File: config.mk
export PLATFORM = sky130hd
export DESIGN_NAME = hc4051_scan_ctrl
export DESIGN_NICKNAME = d
export VERILOG_FILES = /design/src/rtl/hc4051_scan_ctrl.sv
export SDC_FILE = /design/constraint.sdc
export NUM_CORES = 1
export LEC_CHECK = 0
export CORE_MARGIN = 2
export CORE_UTILIZATION = 33
export DETAILED_ROUTE_END_ITERATION = 10
export GPL_TIMING_DRIVEN = 0
export PLACE_DENSITY = 0.67
export SLEW_MARGIN = 10
export SYNTH_ARGS = -nofsm -noshare
export SYNTH_HDL_FRONTEND = slang
export SYNTH_SLANG_ARGS = --single-unit
File: constraint.sdc
create_clock -name clk_i -period 2.8 [get_ports clk_i]
set_input_delay 0.42 -clock clk_i [delete_from_list [all_inputs] [get_ports clk_i]]
set_output_delay 0.42 -clock clk_i [all_outputs]
set_load 0.02 [all_outputs]
File: src/rtl/hc4051_scan_ctrl.sv
// hc4051_scan_ctrl: sequences an HC4051 8:1 mux over masked channels, settles, triggers one ADC conversion each, returns tagged results.
// Ports: clk_i/rst_i (sync active-high); start_i, stop_i, cont_i, chan_mask_i[7:0] from control regs;
//        s_o[2:0], enable_n_o to the mux; conv_o, conv_done_i, adc_data_i[ADC_W-1:0] with the ADC;
//        result_valid_o, result_chan_o[2:0], result_data_o[ADC_W-1:0], busy_o, err_timeout_o status.
// Define HC4051_SCAN_TIMEOUT_EN to enable the CONVERT watchdog; otherwise err_timeout_o stays 0.
module hc4051_scan_ctrl #(
  parameter int SETTLE_CYC  = 16,
  parameter int TIMEOUT_CYC = 1024,
  parameter int ADC_W       = 12
) (
  input  logic             clk_i,
  input  logic             rst_i,
  input  logic             start_i,
  input  logic             stop_i,
  input  logic             cont_i,
  input  logic [7:0]       chan_mask_i,
  output logic [2:0]       s_o,
  output logic             enable_n_o,
  output logic             conv_o,
  input  logic             conv_done_i,
  input  logic [ADC_W-1:0] adc_data_i,
  output logic             result_valid_o,
  output logic [2:0]       result_chan_o,
  output logic [ADC_W-1:0] result_data_o,
  output logic             busy_o,
  output logic             err_timeout_o
);
  typedef enum logic [1:0] {IDLE, SETTLE, CONVERT, NEXT} state_t;
  state_t           state_q, state_d;
  logic [7:0]       mask_q, mask_d, cnt_q, cnt_d;
  logic [2:0]       s_q, s_d, chan_q, chan_d;
  logic [ADC_W-1:0] data_q, data_d;
  logic             more_q, more_d, valid_q, valid_d, err_q, err_d, tmo_hit;
  logic [3:0]       nxt, low_new;
  // {found, index} of the lowest set bit of m at or above position from
  function automatic logic [3:0] first_from(input logic [7:0] m, input logic [3:0] from);
    logic [3:0] r;
    r = 4'b0;
    for (int i = 7; i >= 0; i--)
      if (m[i] && i >= int'(from)) r = {1'b1, 3'(i)};
    return r;
  endfunction
`ifdef HC4051_SCAN_TIMEOUT_EN
  localparam int TW = $clog2(TIMEOUT_CYC + 1);
  logic [TW-1:0] tmo_q, tmo_d;
  assign tmo_hit = state_q == CONVERT && tmo_q == TW'(TIMEOUT_CYC - 1);
  assign tmo_d   = state_q == CONVERT ? tmo_q + 1'b1 : '0;
  always_ff @(posedge clk_i)
    tmo_q <= rst_i ? '0 : tmo_d;
`else
  assign tmo_hit = 1'b0;
`endif
  assign nxt     = first_from(mask_q, {1'b0, s_q} + 4'd1);
  assign low_new = first_from(chan_mask_i, 4'd0);
  always_comb begin
    state_d = state_q;
    mask_d  = mask_q;
    cnt_d   = cnt_q;
    s_d     = s_q;
    chan_d  = chan_q;
    data_d  = data_q;
    more_d  = more_q;
    valid_d = valid_q;
    err_d   = err_q;
    if (stop_i && state_q != IDLE) begin
      state_d = IDLE;
      valid_d = 1'b0;
    end else begin
      unique case (state_q)
        IDLE: if (start_i && |chan_mask_i) begin
          mask_d  = chan_mask_i;
          s_d     = low_new[2:0];
          cnt_d   = '0;
          err_d   = 1'b0;
          state_d = SETTLE;
        end
        SETTLE: begin
          cnt_d   = cnt_q + 8'd1;
          state_d = cnt_q == 8'(SETTLE_CYC - 1) ? CONVERT : SETTLE;
        end
        CONVERT: if (conv_done_i || tmo_hit) begin
          valid_d = conv_done_i;
          chan_d  = conv_done_i ? s_q : chan_q;
          data_d  = conv_done_i ? adc_data_i : data_q;
          err_d   = err_q | ~conv_done_i;
          state_d = NEXT;
          // S moves while the mux is disabled in NEXT; wrap recaptures the mask if continuous
          if (nxt[3]) begin
            s_d    = nxt[2:0];
            more_d = 1'b1;
          end else if (cont_i && |chan_mask_i) begin
            mask_d = chan_mask_i;
            s_d    = low_new[2:0];
            more_d = 1'b1;
          end else
            more_d = 1'b0;
        end
        NEXT: begin
          cnt_d   = '0;
          valid_d = 1'b0;
          state_d = more_q ? SETTLE : IDLE;
        end
        default: state_d = IDLE;
      endcase
    end
  end
  always_ff @(posedge clk_i)
    if (rst_i) begin
      state_q <= IDLE;
      mask_q  <= '0;
      cnt_q   <= '0;
      s_q     <= '0;
      chan_q  <= '0;
      data_q  <= '0;
      more_q  <= 1'b0;
      valid_q <= 1'b0;
      err_q   <= 1'b0;
    end else begin
      state_q <= state_d;
      mask_q  <= mask_d;
      cnt_q   <= cnt_d;
      s_q     <= s_d;
      chan_q  <= chan_d;
      data_q  <= data_d;
      more_q  <= more_d;
      valid_q <= valid_d;
      err_q   <= err_d;
    end
  assign s_o            = s_q;
  assign enable_n_o     = !(state_q == SETTLE || state_q == CONVERT);
  assign conv_o         = state_q == CONVERT;
  assign result_valid_o = state_q == NEXT && valid_q;
  assign result_chan_o  = chan_q;
  assign result_data_o  = data_q;
  assign busy_o         = state_q != IDLE;
  assign err_timeout_o  = err_q;
endmodule

==> reports/metrics.cfg <==
[outcome]
status = complete, no violations

[worst_hold_path]
holdCritPathClass = reg -> reg
hp-start = result_chan_o[0]$_SDFFE_PP0P_

[setup_path]
path_cells = inv_1, ha_1, nand2b_1, o311a_1, nand3b_4, or3_4, a21oi_4, mux2i_1
rrSetupSlack_ns = 0.25
timing.reg2reg.worst_path_depth = 8
cp-end-kind = flop
worstPathRequired_ns = 3.02
crit_arrival_ns = 2.77
max_stage_delay_ns = 0.46
reg2reg_to = mask_q[3]$_SDFFE_PP0P_
crit_fanout = 8
cp-start-kind = flop
path_depth = 8
path_delay_family = simple AND/OR/NAND/NOR gates
critPathKind = reg -> reg
crit_path_end = mask_q[3]$_SDFFE_PP0P_
path_buf_inv = 1
cp-startpoint = s_o[1]$_SDFFE_PP0P_
crit_slowest_cell = dfxtp_1
r2r-start = s_o[1]$_SDFFE_PP0P_

[detailed_routing]
wl_mm = 4.79
ant_nets = 0
drt-initial-drc-count = 87
drc = 0
wl_per_cell_um = 12.5
firstDrtPassIters = 4
vias = 1932
viasPerCell = 5.03

[layout]
final_cell_mix = 62 x nand2_1, 48 x clkdlybuf4s50_1, 39 x dfxtp_1
syn_to_final_growth_pct = 34.6
nets = 342
regArea_um2 = 781
multi_input_area_um2 = 1140
num_antenna_cells = 0
drive_gt1_frac = 0.0453
final_common_cell = nand2_1
utilization = 0.459
fillers = 593

[timing]
finalSetupTns_ns = 0
setup_ws_ns = 0.251
slew_viol_final = 0
max_slew_margin = 0.521
max_clock_freq_mhz = 392
fin_crit_sh = 0.910
finalCriticalPeriod_ns = 2.55
hold_viol_final = 0
finalSetupViolCount = 0
fin_skew_ns = 0.00423
max_slew.worst_pin.slew_ns = 0.700
rsz0062_at_grt = false

[power]
p_leak_nw = 1.00
ir_worst_vdd_v = 0.000291
powerDensity_nw_per_um2 = 477

[clock_tree]
clkTransAtPathRegs_ns = 0.08
clock_latency_ns = 0.29
cts.sinks = 39
cts_tree = done
clock_path_buffers = 2
cts-buffers-inserted = 5
cts_setup_buffers = 0
cts_root_buffer = clkbuf_8
cts.htree.levels = 2

[floorplan]
io_pins = 49
die_h_um = 82.0
num_rows = 28
core_um2 = 5890
die_area_um2 = 6730
initial_core_util = 0.341
die_w_um = 82.0

[logic_synthesis]
synth_seq_cells = 39
yosysUniqueCellTypes = 39
synth.avg_cell_area_um2 = 7.94
synth-edff-count = 0
synth_nets = 287
async_flop_share = 0
synth_warnings = 0
synth_cells = 253
synth-seq-area-share = 0.389
netlist_area_um2 = 2010
synth_top_flop_cell = dfxtp_1

[grt]
grt_pass1_wl_mm = 8.11
grt_pass1_vias = 1833
grt_max_degree = 13
antenna_found_initial = 0
overflow = 0
grtUsageTotal = 0.155

[place]
dp_hpwl_mm = 3.68
gp_congestion = 0.888
dp_slack_ns = 0.0515
portBuffers = 48

[run]
cap_viol_max_count = 0

worst min path at each step:
stage | slack [ns] | depth (start not counted) | to
after floorplan | 0.44 | 2 | mask_q[5]$_SDFFE_PP0P_
after global placement | 0.44 | 2 | result_data_o[5]$_SDFFE_PP0P_
after detailed placement | 0.45 | 2 | result_chan_o[0]$_SDFFE_PP0P_
after CTS | 0.46 | 2 | result_chan_o[0]$_SDFFE_PP0P_
after global routing | 0.48 | 2 | result_chan_o[0]$_SDFFE_PP0P_
final | 0.45 | 2 | result_chan_o[0]$_SDFFE_PP0P_
cell families after synthesis:
| kind of cell | synth area share |
|---|---|
| AOI/OAI and AO/OA | 0.199 |
| xor gates and xnor gates | 0.0349 |
| adders and majority gates | 0.0498 |
| buffers and inverters | 0.0430 |
| DFF | 0.389 |
| muxes | 0.0498 |
| and+or+nand+nor | 0.235 |
tightest hold or removal path, stage by stage (launching register included):
cell	delay (ns)
dfxtp_1	0.31
nand2_1	0.05
a21oi_1	0.05
registers in the layout, indices dropped and copies added, names as in the netlist, named ones only:
signal / flops
result_chan_o: 3
state_q: 1
more_q: 1
s_o: 3
err_timeout_o: 1
result_data_o: 12
cnt_q: 8
mask_q: 8
valid_q: 1
what timing repair did:
item	in CTS	in global routing
resized for setup	0	1
hold buffers	0	0
setup endpoints to repair	0	2
hold endpoints to repair	0	0
synth_stat cells (all sizes together) (2+ instances only):
cell,instances,area share
o311a,2,0.010
o31ai,4,0.015
nand2,62,0.12
nor2,16,0.030
and2,2,0.0062
nand3,9,0.022
nand2b,3,0.0093
o21ai,12,0.030
nor3,2,0.0050
a2111oi,2,0.0087
a211oi,3,0.011
dfxtp,39,0.39
xor2,5,0.022
a21oi,25,0.068
a21o,3,0.011
xnor2,3,0.013
clkbuf,8,0.015
mux2i,10,0.050
ha,8,0.050
inv,12,0.022
a31oi,2,0.0062
nand4,4,0.012
or4,3,0.011
power breakdown:
| part | switching, mW | total [mW] | internal, mW | leakage [nW] |
|---|---|---|---|---|
| logic | 0.115 | 0.219 | 0.104 | 0.626 |
| clock network | 0.192 | 0.481 | 0.288 | 0.0612 |
| registers | 0.0192 | 0.591 | 0.572 | 0.316 |
| total | 0.326 | 1.29 | 0.964 | 1.00 |
stage by stage:
stage	power [mW]	hold slack, ns	cells	instance area [um2]
floorplan	0.734	0.435	253	2010
global placement	0.819	0.442	376	2580
detailed placement	0.822	0.448	376	2580
CTS	1.31	0.460	384	2700
global route	1.36	0.477	384	2700
finish	1.29	0.455	384	2700
area by class of cell:
| cell class | count | area share |
|---|---|---|
| multi-input cells | 193 | 0.423 |
| flip-flops and latches | 39 | 0.289 |
| clock buffers | 6 | 0.0305 |
| repair buffers | 48 | 0.178 |
| well taps | 75 | 0.0347 |
| inverters | 12 | 0.0167 |
| clock inverters | 2 | 0.0130 |
| plain buffers | 9 | 0.0153 |
layer usage:
layer / GRT usage / part of all wire / vias up
met5: 0 / 0 / -
met1: 0.192 / 0.46 / 894
met4: 0.0517 / 0.015 / 0
li1: - / - / 989
met2: 0.262 / 0.49 / 41
met3: 0.0374 / 0.037 / 8
(Power assumes the default switching activity.)
